[src/rtl/store_byte_rmw_pkg.sv]
// Shared encodings for the store read-modify-write path: FSM states, lane ids and widths.
package store_byte_rmw_pkg;

    localparam int unsigned STATE_W = 2;
    localparam int unsigned LANE_W  = 2;
    localparam int unsigned WORD_W  = 32;
    localparam int unsigned HALF_W  = 16;
    localparam int unsigned CNT_W   = 8;

    localparam logic [STATE_W-1:0] S_IDLE = 2'd0;
    localparam logic [STATE_W-1:0] S_RD   = 2'd1;
    localparam logic [STATE_W-1:0] S_WAIT = 2'd2;
    localparam logic [STATE_W-1:0] S_WR   = 2'd3;

    // Little-endian byte lanes, same numbering as word_to_byte.
    localparam logic [LANE_W-1:0] LANE0 = 2'd0;
    localparam logic [LANE_W-1:0] LANE1 = 2'd1;
    localparam logic [LANE_W-1:0] LANE2 = 2'd2;
    localparam logic [LANE_W-1:0] LANE3 = 2'd3;

endpackage

[src/rtl/store_byte_rmw_byte_merge.sv]
// Replaces one byte lane (or one halfword when half=1, lane[1] picks the half)
// of a 32-bit word; the inverse of word_to_byte.
module store_byte_rmw_byte_merge
    import store_byte_rmw_pkg::*;
(
    input  logic [WORD_W-1:0] word,
    input  logic [HALF_W-1:0] data,
    input  logic [LANE_W-1:0] lane,
    input  logic              half,
    output logic [WORD_W-1:0] merged_c
);

    always_comb begin
        merged_c = word;
        if (half) begin
            if (lane[1]) begin
                merged_c[31:16] = data;
            end else begin
                merged_c[15:0] = data;
            end
        end else begin
            case (lane)
                LANE0:   merged_c[7:0]   = data[7:0];
                LANE1:   merged_c[15:8]  = data[7:0];
                LANE2:   merged_c[23:16] = data[7:0];
                LANE3:   merged_c[31:24] = data[7:0];
                default: merged_c        = word;
            endcase
        end
    end

endmodule

[src/rtl/store_byte_rmw.sv]
// Store unit: sw as a single word write, sb (and sh when STORE_HALF_EN is defined)
// as read-modify-write of the aligned word, with a bounded wait for read data.
module store_byte_rmw
    import store_byte_rmw_pkg::*;
#(
    parameter int unsigned ADDR_W  = 32,
    parameter int unsigned TIMEOUT = 15
) (
    input  logic              clk,
    input  logic              reset,
    input  logic              req,
    input  logic              storebyte,
`ifdef STORE_HALF_EN
    input  logic              storehalf,
`endif
    input  logic [ADDR_W-1:0] addr,
    input  logic [31:0]       wdata,
    output logic              busy,
    output logic              done,
    output logic              err,
    output logic [ADDR_W-1:0] mem_addr,
    output logic              mem_re,
    input  logic [31:0]       mem_rdata,
    input  logic              mem_rvalid,
    output logic              mem_we,
    output logic [31:0]       mem_wdata
);

    logic [STATE_W-1:0] state_q,     state_d;
    logic               busy_q,      busy_d;
    logic               err_q,       err_d;
    logic               re_q,        re_d;
    logic               we_q,        we_d;
    logic [ADDR_W-1:0]  mem_addr_q,  mem_addr_d;
    logic [WORD_W-1:0]  mem_wdata_q, mem_wdata_d;
    logic [HALF_W-1:0]  data_q,      data_d;
    logic [LANE_W-1:0]  lane_q,      lane_d;
    logic               half_q,      half_d;
    logic [CNT_W-1:0]   cnt_q,       cnt_d;

    logic               half_req_c;
    logic [WORD_W-1:0]  merged_c;

`ifdef STORE_HALF_EN
    assign half_req_c = storehalf & ~storebyte;
`else
    assign half_req_c = 1'b0;
`endif

    store_byte_rmw_byte_merge u_merge (
        .word     (mem_rdata),
        .data     (data_q),
        .lane     (lane_q),
        .half     (half_q),
        .merged_c (merged_c)
    );

    // Next state; outputs are registered from the next state so they line up with it.
    always_comb begin
        state_d     = state_q;
        mem_addr_d  = mem_addr_q;
        mem_wdata_d = mem_wdata_q;
        data_d      = data_q;
        lane_d      = lane_q;
        half_d      = half_q;
        cnt_d       = cnt_q;
        err_d       = 1'b0;

        case (state_q)
            S_IDLE: begin
                if (req) begin
                    mem_addr_d = {addr[ADDR_W-1:2], 2'b00};
                    data_d     = wdata[15:0];
                    lane_d     = addr[1:0];
                    half_d     = half_req_c;
                    if (storebyte || half_req_c) begin
                        state_d = S_RD;
                    end else begin
                        mem_wdata_d = wdata;
                        state_d     = S_WR;
                    end
                end
            end
            S_RD: begin
                cnt_d   = '0;
                state_d = S_WAIT;
            end
            S_WAIT: begin
                // Read data arriving on the limit cycle still wins over the timeout.
                if (mem_rvalid) begin
                    mem_wdata_d = merged_c;
                    state_d     = S_WR;
                end else if (cnt_q == CNT_W'(TIMEOUT - 1)) begin
                    err_d   = 1'b1;
                    state_d = S_IDLE;
                end else begin
                    cnt_d = cnt_q + CNT_W'(1);
                end
            end
            S_WR: begin
                state_d = S_IDLE;
            end
            default: begin
                state_d = S_IDLE;
            end
        endcase

        busy_d = (state_d != S_IDLE);
        re_d   = (state_d == S_RD);
        we_d   = (state_d == S_WR);
    end

    always_ff @(posedge clk) begin
        if (reset) begin
            state_q     <= S_IDLE;
            busy_q      <= 1'b0;
            err_q       <= 1'b0;
            re_q        <= 1'b0;
            we_q        <= 1'b0;
            mem_addr_q  <= '0;
            mem_wdata_q <= '0;
            data_q      <= '0;
            lane_q      <= '0;
            half_q      <= 1'b0;
            cnt_q       <= '0;
        end else begin
            state_q     <= state_d;
            busy_q      <= busy_d;
            err_q       <= err_d;
            re_q        <= re_d;
            we_q        <= we_d;
            mem_addr_q  <= mem_addr_d;
            mem_wdata_q <= mem_wdata_d;
            data_q      <= data_d;
            lane_q      <= lane_d;
            half_q      <= half_d;
            cnt_q       <= cnt_d;
        end
    end

    assign busy      = busy_q;
    assign done      = we_q;
    assign err       = err_q;
    assign mem_re    = re_q;
    assign mem_we    = we_q;
    assign mem_addr  = mem_addr_q;
    assign mem_wdata = mem_wdata_q;

endmodule
[config.mk]
export PLATFORM = sky130hd
export DESIGN_NAME = store_byte_rmw
export DESIGN_NICKNAME = d
export VERILOG_FILES = /design/src/rtl/store_byte_rmw_pkg.sv /design/src/rtl/store_byte_rmw_byte_merge.sv /design/src/rtl/store_byte_rmw.sv
export SDC_FILE = /design/constraint.sdc
export NUM_CORES = 1
export LEC_CHECK = 0
export ABC_AREA = 0
export CORE_ASPECT_RATIO = 0.7
export CORE_MARGIN = 2
export CORE_UTILIZATION = 45
export CTS_CLUSTER_DIAMETER = 80
export DETAILED_ROUTE_END_ITERATION = 10
export GPL_TIMING_DRIVEN = 0
export PLACE_DENSITY = 0.86
export SETUP_SLACK_MARGIN = 0.15
export SLEW_MARGIN = 0
export SYNTH_ARGS = -nofsm -noshare
export SYNTH_HDL_FRONTEND = slang
export SYNTH_SLANG_ARGS = --single-unit
export TNS_END_PERCENT = 30
[constraint.sdc]
create_clock -name clk -period 5.1 [get_ports clk]
set_clock_uncertainty 0.1 [all_clocks]
set_input_delay 0.765 -clock clk [delete_from_list [all_inputs] [get_ports clk]]
set_output_delay 0.765 -clock clk [all_outputs]
set_load 0.05 [all_outputs]
==> impl_metrics.env <==
export IMPL_status="complete, but fails checks"
export IMPL_failed_checks="design-rule violations"
export IMPL_worstReg2RegStart="cnt_q[0]"
export IMPL_insertion_delay_ns=0.35
export IMPL_min_path_cells=2
export IMPL_final_util=0.731
export IMPL_yosysUniqueCellTypes=37
export IMPL_grt_pass1_vias=3841
export IMPL_fillers=594
export IMPL_startpoint_type="register"
export IMPL_stdcell_count=720
export IMPL_initial_core_util=0.469
export IMPL_critical_path_class="register to output pin"
export IMPL_rsz0062_at_grt="no"
export IMPL_num_vias=3871
export IMPL_wl_per_cell_um=17.0
export IMPL_dp_slack_ns=2.52
export IMPL_arrival_ns=1.56
export IMPL_design_portCount=170
export IMPL_yosysWarnings=0
export IMPL_routed_via_density=5.38
export IMPL_drt_iter0_drc=333
export IMPL_min_to="mem_addr[15]"
export IMPL_antenna_found_initial=0
export IMPL_cts_made_buffers=9
export IMPL_setup_slack_ns=2.67
export IMPL_die_area_sq_um=9070
export IMPL_min_period_ns=2.43
export IMPL_post_cts_repair_setup_buffers=0
export IMPL_wl_um=12200
export IMPL_fin_nets=717
export IMPL_gp_congestion=0.842
export IMPL_synth_cell_area_sq_um=3740
export IMPL_ctsHoldBuffers=0
export IMPL_area_growth_pct=55.9
export IMPL_cts_resized=0
export IMPL_core_sq_um=7970
export IMPL_cts_sinks=86
export IMPL_power_density_nw_per_um2=331
export IMPL_drc_errors=10
export IMPL_drtAntennaViolNets=0
export IMPL_ctsHtreeMaxLevel=3
export IMPL_rows=27
export IMPL_maxCapViolations=0
export IMPL_io_buffer_count=167
export IMPL_leakagePower_uw=0.00247
export IMPL_clk_pin_slew_ns=0.07
export IMPL_hp_class="register to register"
export IMPL_syn_area_per_cell_sq_um=8.60
export IMPL_endpoint_kind="output pin"
export IMPL_max_freq_mhz=412
export IMPL_drt_pass1_iterations=9
export IMPL_globalRouteOverflowTotal=0
export IMPL_vdd_ir_drop_worst_mv=0.238
export IMPL_cts_tree="done"
export IMPL_slew_viol_final=0
export IMPL_grt_use_total=0.274
export IMPL_dp_cells=704
export IMPL_rr_worst_depth=6
export IMPL_report_final_hold_viol_count=0
export IMPL_clock_path_buffers=2
export IMPL_cp_required_ns=4.24
export IMPL_crit_fanout=2
export IMPL_synth_seq_area_share=0.460
export IMPL_hp_start="mem_addr[15]"
export IMPL_grt_pass1_wl_um=19300
export IMPL_setup_viol=0
export IMPL_r2r_end="cnt_q[0]"
export IMPL_power_uw=1930
export IMPL_hpwl_um=9120
export IMPL_tns_ns=0
export IMPL_grt_max_degree=18
export IMPL_slew_headroom=0.616
export IMPL_synthCells=435
export IMPL_drive_gt1_frac=0.0856
export IMPL_period_share=0.476
export IMPL_antenna_cells=0
export IMPL_die_y_um=80.3
export IMPL_die_w_um=113
export IMPL_worst_pin_slew_ns=0.574
export IMPL_clockRootBuffer="clkbuf_16"
export IMPL_ff2ff_setup_slack_ns=3.23
export IMPL_ys_ff_latch=86
==> cell families (layout without fill, tap and decap cells) <==
family	count (synthesis)	count (layout)	share of synthesized area
flip-flops	86	86	0.460
AND/OR/NAND/NOR	154	154	0.187
XOR/XNOR	3	3	0.00703
adder cells (fa/ha/maj)	2	2	0.00669
buffers and inverters	36	219	0.0475
AO/OA/AOI/OAI	119	119	0.199
multiplexers	34	34	0.0910
other	1	2	0.00100
==> area by class of cell <==
class | count | area [sq um] | share of cell area
Buffer | 33 | 166 | 0.0285
Timing Repair Buffer | 167 | 1670 | 0.287
Multi-Input combinational cell | 314 | 1840 | 0.316
Clock buffer | 9 | 225 | 0.0386
Sequential cell | 86 | 1720 | 0.295
Tap cell | 101 | 126 | 0.0217
Clock inverter | 7 | 65.1 | 0.0112
Inverter | 3 | 11.3 | 0.00193
==> where the power goes <==
part	leakage, uW	internal [uW]	switching [uW]
logic	0.00163	220	319
clock network	0.000140	342	293
registers	0.000703	723	36.6
total	0.00247	1280	649
==> per-layer routing <==
metal / routed length (um) / vias to the layer above / global-route usage
li1: - / 1863 / -
met1: 5080 / 1825 / 0.338
met2: 5820 / 156 / 0.459
met3: 1060 / 27 / 0.0823
met4: 288 / 0 / 0.0951
met5: 0 / - / 0
==> critical path, stage by stage (launching register included) <==
cell and delay (ns):
dfxtp_1 0.33, buf_4 0.10, clkdlybuf4s50_1 0.79
==> placed cells by master, fill, tap and decap left out, drive strengths merged, types with 2 or more instances in the layout <==
cell,count
clkdlybuf4s50,167
nor3,4
nor2,41
ha,2
nand2,86
a21oi,78
nand2b,2
o21ai,3
nand4,2
and2,2
buf,27
clkbuf,15
clkinv,2
mux2i,34
nand3,2
inv,7
nor3b,5
conb,2
and3,3
a22o,32
xor2,3
a21o,2
dfxtp,86
==> synth_stat cells <==
master	instances	share of area
a2111oi_2	1	0.0040
a21o_1	2	0.0040
a21oi_1	78	0.10
a22o_1	32	0.075
and2_1	2	0.0033
and3_1	2	0.0033
and3_2	1	0.0020
and4_2	1	0.0027
and4bb_2	1	0.0033
buf_1	1	0.0010
buf_2	22	0.029
buf_4	4	0.0080
clkbuf_1	6	0.0060
conb_1	1	0.0010
dfxtp_1	86	0.46
ha_1	2	0.0067
inv_1	3	0.0030
mux2i_1	34	0.091
nand2_1	86	0.086
nand2b_1	2	0.0033
nand3_1	2	0.0027
nand4_1	2	0.0033
nand4b_4	1	0.0064
nor2_1	40	0.040
nor2_2	1	0.0017
nor2b_1	1	0.0017
nor3_1	3	0.0040
nor3_2	1	0.0027
nor3b_1	5	0.010
nor4b_4	1	0.0064
o21ai_0	3	0.0040
o21ba_2	1	0.0027
o22a_1	1	0.0023
o311a_2	1	0.0030
or2_2	1	0.0017
or2b_1	1	0.0020
xor2_1	3	0.0070
==> how the worst max path moves through the flow <==
stage,from,to,slack (ns),cells past startpoint
after global routing,done,mem_we,2.62,2
final,done,mem_we,2.67,2
after floorplan,storebyte,mem_wdata[0],3.27,5
after CTS,done,mem_we,2.66,2
after global placement,req,mem_wdata[2],2.57,6
after detailed placement,mem_rvalid,cnt_q[3],2.52,5
==> per-stage QoR <==
| stage | instance area [sq um] | hold WS, ns |
|---|---|---|
| after floorplan | 3740 | 0.367 |
| after global placement | 5540 | 0.342 |
| after detailed placement | 5540 | 0.346 |
| after CTS | 5830 | 0.355 |
| after global routing | 5830 | 0.376 |
| final | 5830 | 0.353 |
==> registers in the layout (all words and copies together) (netlist names) <==
signal and count:
mem_wdata 32, mem_addr 30, cnt_q 8, data_q 8, lane_q 2, state_q 2, busy 1, done 1
err 1, mem_re 1
(Power assumes the default switching activity.)
